### src/rtl/pong_paddle_poller_if.sv
// Command/response bus between the paddle poller and the byte-level I2C
// master engine. The engine owns the scl/sda pins; this bus only carries
// byte-level commands and their completions.
//
//   cmd_valid  poller -> engine  command valid, held with stable op/data until cmd_ready
//   cmd_ready  engine -> poller  command accepted on cmd_valid & cmd_ready
//   cmd_op     poller -> engine  0=START 1=WRITE 2=READ_NACK 3=STOP
//   cmd_data   poller -> engine  address byte for WRITE, 0 otherwise
//   cmd_done   engine -> poller  1-cycle pulse: accepted command finished
//   rsp_ack    engine -> poller  slave ACK, valid with cmd_done of a WRITE
//   rsp_data   engine -> poller  read byte, valid with cmd_done of a READ_NACK
//   eng_abort  poller -> engine  1-cycle pulse: drop current op, release the bus
interface pong_paddle_poller_if;
    logic       cmd_valid;
    logic       cmd_ready;
    logic [1:0] cmd_op;
    logic [7:0] cmd_data;
    logic       cmd_done;
    logic       rsp_ack;
    logic [7:0] rsp_data;
    logic       eng_abort;

    modport master (
        output cmd_valid, cmd_op, cmd_data, eng_abort,
        input  cmd_ready, cmd_done, rsp_ack, rsp_data
    );

    modport slave (
        input  cmd_valid, cmd_op, cmd_data, eng_abort,
        output cmd_ready, cmd_done, rsp_ack, rsp_data
    );
endinterface

### src/rtl/pong_paddle_poller.sv
// Per-frame paddle poller. On each accepted frame-start pulse it walks the
// I2C engine through START, WRITE(addr|R), READ_NACK, STOP for player 0 and
// then for player 1, and latches each paddle value once its STOP completes.
// NACKed or timed-out devices keep their old value and flag dev_err.
//
// Ports:
//   clk, reset       clock, synchronous active-high reset
//   i_enable         polling enable (frame_start ignored when low)
//   i_frame_start    1-cycle frame pulse
//   bus              command/response bus to the I2C engine (master side)
//   o_paddle0/1      latest good paddle values
//   o_update         1-cycle pulse when a poll round finishes
//   o_dev_err        per-device error flags of the last poll
//   o_busy           poll round in progress
//   o_overrun_cnt    saturating count of frame pulses dropped while busy
module pong_paddle_poller #(
    parameter logic [6:0]  DEV0_ADDR   = 7'h52,
    parameter logic [6:0]  DEV1_ADDR   = 7'h53,
    parameter int unsigned TIMEOUT     = 4096,
    parameter logic [7:0]  PADDLE_INIT = 8'd128
) (
    input  logic                    clk,
    input  logic                    reset,
    input  logic                    i_enable,
    input  logic                    i_frame_start,
    pong_paddle_poller_if.master    bus,
    output logic [7:0]              o_paddle0,
    output logic [7:0]              o_paddle1,
    output logic                    o_update,
    output logic [1:0]              o_dev_err,
    output logic                    o_busy,
    output logic [7:0]              o_overrun_cnt
);
    localparam int            CW   = (TIMEOUT > 2) ? $clog2(TIMEOUT) : 1;
    localparam logic [CW-1:0] TMAX = CW'(TIMEOUT - 1);

    localparam logic [1:0] OP_START = 2'd0;
    localparam logic [1:0] OP_WRITE = 2'd1;
    localparam logic [1:0] OP_READ  = 2'd2;
    localparam logic [1:0] OP_STOP  = 2'd3;

    typedef enum logic [2:0] {
        S_IDLE, S_START, S_ADDR, S_READ, S_STOP, S_DONE
    } state_t;

    state_t        r_state;
    logic          r_wait;       // 0 = ISSUE phase, 1 = WAIT phase
    logic [CW-1:0] r_cnt;
    logic          r_dev;
    logic          r_got;        // READ completed for the current device
    logic [7:0]    r_rdata;
    logic          r_cmd_valid;
    logic [1:0]    r_cmd_op;
    logic [7:0]    r_cmd_data;
    logic          r_eng_abort;
    logic [7:0]    r_paddle0;
    logic [7:0]    r_paddle1;
    logic          r_update;
    logic [1:0]    r_dev_err;
    logic          r_busy;
    logic [7:0]    r_overrun;

    logic          w_cmd_state;
    logic          w_hs;
    logic          w_timeout;
    logic          w_done_evt;
    logic          w_abort_evt;
    logic          w_start;
    logic [6:0]    w_dev_addr;
    state_t        w_go_state;
    logic [1:0]    w_go_op;

    assign w_cmd_state = (r_state != S_IDLE) && (r_state != S_DONE);
    assign w_hs        = r_cmd_valid & bus.cmd_ready;
    assign w_timeout   = (r_cnt == TMAX);
    assign w_done_evt  = w_cmd_state & r_wait & bus.cmd_done;
    // Completion or acceptance in the deadline cycle still wins over the abort.
    assign w_abort_evt = w_cmd_state & w_timeout & ~w_done_evt & (r_wait | ~w_hs);
    assign w_start     = i_frame_start & i_enable;
    assign w_dev_addr  = r_dev ? DEV1_ADDR : DEV0_ADDR;

    // Successor state when the current command ends (completed or aborted).
    // An abort skips the rest of this device, STOP included.
    always_comb begin
        w_go_state = r_state;
        if (w_abort_evt) begin
            w_go_state = r_dev ? S_DONE : S_START;
        end else begin
            case (r_state)
                S_START: w_go_state = S_ADDR;
                S_ADDR:  w_go_state = bus.rsp_ack ? S_READ : S_STOP;
                S_READ:  w_go_state = S_STOP;
                S_STOP:  w_go_state = r_dev ? S_DONE : S_START;
                default: w_go_state = r_state;
            endcase
        end
        case (w_go_state)
            S_START: w_go_op = OP_START;
            S_ADDR:  w_go_op = OP_WRITE;
            S_READ:  w_go_op = OP_READ;
            default: w_go_op = OP_STOP;
        endcase
    end

    always_ff @(posedge clk) begin
        if (reset) begin
            r_state     <= S_IDLE;
            r_wait      <= 1'b0;
            r_cnt       <= '0;
            r_dev       <= 1'b0;
            r_got       <= 1'b0;
            r_rdata     <= 8'h00;
            r_cmd_valid <= 1'b0;
            r_cmd_op    <= OP_START;
            r_cmd_data  <= 8'h00;
            r_eng_abort <= 1'b0;
            r_paddle0   <= PADDLE_INIT;
            r_paddle1   <= PADDLE_INIT;
            r_update    <= 1'b0;
            r_dev_err   <= 2'b00;
            r_busy      <= 1'b0;
            r_overrun   <= 8'h00;
        end else begin
            r_eng_abort <= 1'b0;
            r_update    <= 1'b0;

            // The DONE cycle already shows busy=0 but still drops the request.
            if (w_start && (r_state != S_IDLE) && (r_overrun != 8'hFF))
                r_overrun <= r_overrun + 8'd1;

            if (r_state == S_IDLE) begin
                if (w_start) begin
                    r_state     <= S_START;
                    r_dev       <= 1'b0;
                    r_got       <= 1'b0;
                    r_busy      <= 1'b1;
                    r_cmd_valid <= 1'b1;
                    r_cmd_op    <= OP_START;
                    r_cmd_data  <= 8'h00;
                    r_wait      <= 1'b0;
                    r_cnt       <= '0;
                end
            end else if (r_state == S_DONE) begin
                r_state <= S_IDLE;
            end else if (w_done_evt || w_abort_evt) begin
                if (w_abort_evt) begin
                    r_eng_abort      <= 1'b1;
                    r_dev_err[r_dev] <= 1'b1;
                end else begin
                    case (r_state)
                        S_ADDR: if (!bus.rsp_ack) r_dev_err[r_dev] <= 1'b1;
                        S_READ: begin
                            r_rdata <= bus.rsp_data;
                            r_got   <= 1'b1;
                        end
                        S_STOP: if (r_got) begin
                            // Paddle only changes once the bus is released.
                            if (r_dev) r_paddle1 <= r_rdata;
                            else       r_paddle0 <= r_rdata;
                            r_dev_err[r_dev] <= 1'b0;
                        end
                        default: ;
                    endcase
                end

                r_state <= w_go_state;
                if (w_go_state == S_DONE) begin
                    r_cmd_valid <= 1'b0;
                    r_cmd_op    <= OP_START;
                    r_cmd_data  <= 8'h00;
                    r_busy      <= 1'b0;
                    r_update    <= 1'b1;
                end else begin
                    r_cmd_valid <= 1'b1;
                    r_cmd_op    <= w_go_op;
                    r_cmd_data  <= (w_go_state == S_ADDR) ? {w_dev_addr, 1'b1} : 8'h00;
                    r_wait      <= 1'b0;
                    r_cnt       <= '0;
                end
                // START is only re-entered when moving from player 0 to player 1.
                if (w_go_state == S_START) begin
                    r_dev <= 1'b1;
                    r_got <= 1'b0;
                end
            end else if (!r_wait && w_hs) begin
                r_cmd_valid <= 1'b0;
                r_wait      <= 1'b1;
                r_cnt       <= '0;
            end else begin
                r_cnt <= r_cnt + 1'b1;
            end
        end
    end

    assign bus.cmd_valid = r_cmd_valid;
    assign bus.cmd_op    = r_cmd_op;
    assign bus.cmd_data  = r_cmd_data;
    assign bus.eng_abort = r_eng_abort;
    assign o_paddle0     = r_paddle0;
    assign o_paddle1     = r_paddle1;
    assign o_update      = r_update;
    assign o_dev_err     = r_dev_err;
    assign o_busy        = r_busy;
    assign o_overrun_cnt = r_overrun;
endmodule
### src/flat_wrapper.sv
// flat-port wrapper written by rule: the top's interface ports become plain ports
module pong_paddle_poller_flat 
#(
    parameter logic [6:0]  DEV0_ADDR   = 7'h52,
    parameter logic [6:0]  DEV1_ADDR   = 7'h53,
    parameter int unsigned TIMEOUT     = 4096,
    parameter logic [7:0]  PADDLE_INIT = 8'd128
)
  (clk, reset, i_enable, i_frame_start, o_paddle0, o_paddle1, o_update, o_dev_err, o_busy, o_overrun_cnt, bus_cmd_valid, bus_cmd_op, bus_cmd_data, bus_eng_abort, bus_cmd_ready, bus_cmd_done, bus_rsp_ack, bus_rsp_data);
  pong_paddle_poller_if bus_i ();
  input  logic clk;
  input  logic reset;
  input  logic i_enable;
  input  logic i_frame_start;
  output logic [7:0] o_paddle0;
  output logic [7:0] o_paddle1;
  output logic o_update;
  output logic [1:0] o_dev_err;
  output logic o_busy;
  output logic [7:0] o_overrun_cnt;
  output wire logic [$bits(bus_i.cmd_valid)-1:0] bus_cmd_valid;
  output wire logic [$bits(bus_i.cmd_op)-1:0] bus_cmd_op;
  output wire logic [$bits(bus_i.cmd_data)-1:0] bus_cmd_data;
  output wire logic [$bits(bus_i.eng_abort)-1:0] bus_eng_abort;
  input wire logic [$bits(bus_i.cmd_ready)-1:0] bus_cmd_ready;
  input wire logic [$bits(bus_i.cmd_done)-1:0] bus_cmd_done;
  input wire logic [$bits(bus_i.rsp_ack)-1:0] bus_rsp_ack;
  input wire logic [$bits(bus_i.rsp_data)-1:0] bus_rsp_data;
  assign bus_cmd_valid = bus_i.cmd_valid;
  assign bus_cmd_op = bus_i.cmd_op;
  assign bus_cmd_data = bus_i.cmd_data;
  assign bus_eng_abort = bus_i.eng_abort;
  assign bus_i.cmd_ready = bus_cmd_ready;
  assign bus_i.cmd_done = bus_cmd_done;
  assign bus_i.rsp_ack = bus_rsp_ack;
  assign bus_i.rsp_data = bus_rsp_data;
  pong_paddle_poller #(.DEV0_ADDR(DEV0_ADDR), .DEV1_ADDR(DEV1_ADDR), .TIMEOUT(TIMEOUT), .PADDLE_INIT(PADDLE_INIT)) u_core (.clk(clk), .reset(reset), .i_enable(i_enable), .i_frame_start(i_frame_start), .bus(bus_i), .o_paddle0(o_paddle0), .o_paddle1(o_paddle1), .o_update(o_update), .o_dev_err(o_dev_err), .o_busy(o_busy), .o_overrun_cnt(o_overrun_cnt));
endmodule
### config.mk
export PLATFORM = sky130hd
export DESIGN_NAME = pong_paddle_poller_flat
export DESIGN_NICKNAME = d
export VERILOG_FILES = /design/src/rtl/pong_paddle_poller_if.sv /design/src/rtl/pong_paddle_poller.sv /design/src/flat_wrapper.sv
export SDC_FILE = /design/constraint.sdc
export NUM_CORES = 1
export LEC_CHECK = 0
export CORE_MARGIN = 4
export CORE_UTILIZATION = 45
export DETAILED_ROUTE_END_ITERATION = 10
export PLACE_DENSITY = 0.71
export SLEW_MARGIN = 15
export SYNTH_ARGS = -nofsm -noshare
export SYNTH_HDL_FRONTEND = slang
export SYNTH_SLANG_ARGS = --single-unit
export TNS_END_PERCENT = 5
### constraint.sdc
create_clock -name clk -period 2.6 [get_ports clk]
set_clock_uncertainty 0.2 [all_clocks]
set_input_delay 0.65 -clock clk [delete_from_list [all_inputs] [get_ports clk]]
set_output_delay 0.65 -clock clk [all_outputs]
set_load 0.05 [all_outputs]
==> results.json <==
{
  "outcome": "completed",
  "io_buffers": 51,
  "setup_viol": 0,
  "clkTransAtPathRegs_ns": 0.07,
  "cpLargestDelayFamily": "buffers and inverters",
  "ys_warn_count": 0,
  "grt_pass1_wl_mm": 11.7,
  "die_area_mm2": 0.00771,
  "swShare": 0.264,
  "layout-drive-gt1-share": 0.159,
  "std_cell_rows": 28,
  "synthCells": 324,
  "diodes": 0,
  "use_met2": 0.288,
  "cp_slowest_cell": "clkdlybuf4s50_1",
  "worstHoldPathType": "flop to flop",
  "grt_util_met1": 0.266,
  "ys_ff_latch": 60,
  "tns_ns": 0,
  "core_area_mm2": 0.00606,
  "crit_path_start": "u_core.o_overrun_cnt[2]",
  "h-tree-depth": 3,
  "synth.distinct_cells": 62,
  "setup_ws_ns": 0.144,
  "grt_pass1_vias": 2475,
  "area_growth_pct": 33.2,
  "final.min_clock_period_ns": 2.46,
  "p_clk_frac": 0.444,
  "worst_pin_slew_ns": 0.520,
  "die_h_um": 87.8,
  "end_kind": "output port",
  "p_seq_frac": 0.438,
  "avgSynthCellArea_um2": 8.85,
  "hold_viol_final": 0,
  "syn_area_mm2": 0.00287,
  "drv_slew": 0,
  "clock_sinks": 60,
  "maxSlewHeadroom": 0.649,
  "drc_errors": 0,
  "grt_max_degree": 58,
  "hold_ws_ns": 0.256,
  "initial_core_util": 0.473,
  "grt_usage": 0.193,
  "antenna_found_initial": 0,
  "ant_nets": 0,
  "arrival_ns": 1.61,
  "synthArstFlopShare": 0,
  "drt_wl_total_mm": 6.96,
  "required_ns": 1.75,
  "synth_edf_count": 0,
  "cp-start-kind": "flop",
  "vias": 2580,
  "postCtsSetupBuffers": 0,
  "routed_via_density": 5.48,
  "cts_root_buf": "clkbuf_8",
  "rsz0062_at_grt": "no",
  "hold_start": "u_core.bus.cmd_op[0]",
  "switchingPower_w": 0.000567,
  "cts_tree": "built",
  "p_int_w": 0.00158,
  "p_comb_frac": 0.118,
  "crit_type": "flop to output port",
  "worstSkewPairLatency_ns": 0.34,
  "io_pins": 55,
  "die_w_um": 87.8,
  "fin_crit_sh": 0.945,
  "dpl_cell_area_mm2": 0.00359,
  "wire_per_inst_um": 14.8,
  "p_leak_nw": 1.51,
  "critPathMaxFanout": 6,
  "firstDrtPassIters": 4,
  "post_cts_resized": 0,
  "drt_iter0_drc": 221,
  "cts_buffer_depth": 2,
  "gp_congestion": 0.857,
  "numCtsBuffers": 9,
  "hold_buffers": 0,
  "ys_seq_area_frac": 0.419,
  "final_nets": 408,
  "grt.busiest_layer": "met2",
  "vdd_drop_max_uv": 485,
  "final_area_mm2": 0.00382,
  "path_buf_inv": 1,
  "clock.fmax_mhz": 407,
  "synthFlopType": "dfxtp_1",
  "dp_slack_ns": -0.0358,
  "drv_cap": 0,
  "cp_cell_sequence": "clkdlybuf4s50_1",
  "grt_use_met3": 0.0593,
  "power_density_mw_per_mm2": 563,
  "slowest_delay_ns": 0.84,
  "grt.overflow.total": 0,
  "hpwlAfterDp_mm": 4.81,
  "r2r_start": "u_core.r_cnt[0]"
}
## flip-flops by register name, summed over array words and instances (netlist names), named ones only
name / flops
u_core.r_cnt: 12
u_core.o_overrun_cnt: 8
u_core.o_paddle0: 8
u_core.o_paddle1: 8
u_core.r_rdata: 8
u_core.r_state: 3
u_core.bus.cmd_data: 2
u_core.bus.cmd_op: 2
u_core.bus.cmd_valid: 1
u_core.bus.eng_abort: 1
u_core.o_busy: 1
u_core.o_update: 1
u_core.r_dev: 1
u_core.r_got: 1
u_core.r_wait: 1
## synthesized netlist by cell type, types with 2 or more instances
master,instances,area (µm²)
nand3b_1,3,22.5
nor2_1,43,161
nand4_1,4,25.0
a21oi_1,20,100
o21ai_0,13,65.1
nor3_1,10,50.1
o22ai_1,2,12.5
and3_1,3,18.8
ha_1,2,25.0
xnor2_1,2,17.5
or3b_1,3,26.3
nand3_2,2,20.0
dfxtp_1,60,1200
nand2_1,18,67.6
clkbuf_1,11,41.3
a211oi_1,4,30.0
nor2b_1,4,25.0
nand3_1,12,60.1
o32ai_1,2,17.5
buf_4,6,45.0
a31oi_1,7,43.8
mux2i_1,24,240
xor2_1,4,35.0
inv_1,9,33.8
or3_1,5,31.3
nor4_1,2,12.5
buf_2,7,35.0
a211o_1,4,35.0
or2_2,4,25.0
a21oi_2,2,17.5
## power groups by stage
| stage | combinational [W] | sequential (W) | clock, W |
|---|---|---|---|
| 3_5_place_dp | 0.000251 | 0.000962 | 0 |
| 5_1_grt | 0.000275 | 0.000943 | 0.00101 |
| 6_report | 0.000253 | 0.000941 | 0.000955 |
| 4_1_cts | 0.000253 | 0.000941 | 0.000965 |
| 3_3_place_gp | 0.000249 | 0.000962 | 0 |
| 2_1_floorplan | 0.000139 | 0.000973 | 0 |
## path summary, 6_finish.rpt
check / end / slack, ns / depth (start not counted)
max: o_overrun_cnt[2] / 0.14 / 1
min: u_core.bus.cmd_op[0] / 0.26 / 2
max reg2reg: u_core.r_state[1] / 0.16 / 6
min reg2reg: u_core.bus.cmd_op[0] / 0.26 / 2
## stage by stage
stage | cells | power (W) | util
global route | 471 | 0.00223 | 0.630
floorplan | 326 | 0.00111 | -
CTS | 471 | 0.00216 | 0.630
finish | 471 | 0.00215 | 0.630
detailed placement | 455 | 0.00121 | 0.593
global placement | 455 | 0.00121 | 0.593
## cell usage in the layout (no fill, tap or decap), types with 5 or more instances in the layout
master	netlist	final
a31oi_1	7	7
nor2_1	43	43
nand2_1	18	18
inv_1	9	9
or3_1	5	5
buf_4	6	24
clkdlybuf4s50_1	0	50
a21oi_1	20	20
o21ai_0	13	13
nor3_1	10	10
mux2i_1	24	24
dfxtp_1	60	60
clkbuf_8	0	9
nand3_1	12	12
## cell families after synthesis
| family | synth area share |
|---|---|
| fa+ha+maj | 0.00872 |
| compound gates | 0.180 |
| mux | 0.0838 |
| flops | 0.419 |
| simple gates | 0.235 |
| other cells | 0.00131 |
| buf+inv | 0.0541 |
| xor+xnor | 0.0183 |
## cell type report
class | count | area [µm²]
multi-input combinational | 233 | 1520
clock buffer | 9 | 124
clock inverter | 7 | 101
tap | 75 | 93.8
inverter | 9 | 33.8
timing repair buffer | 78 | 746
fill | 540 | 2240
sequential | 60 | 1200
## routing by layer
layer  share of wire  vias to the layer above
met2            0.44                       78
met1            0.48                     1201
met3           0.064                        8
met4           0.010                        0
met5               0                        -
li1                -                     1293
Note: power is estimated with default switching activity, not from simulation.
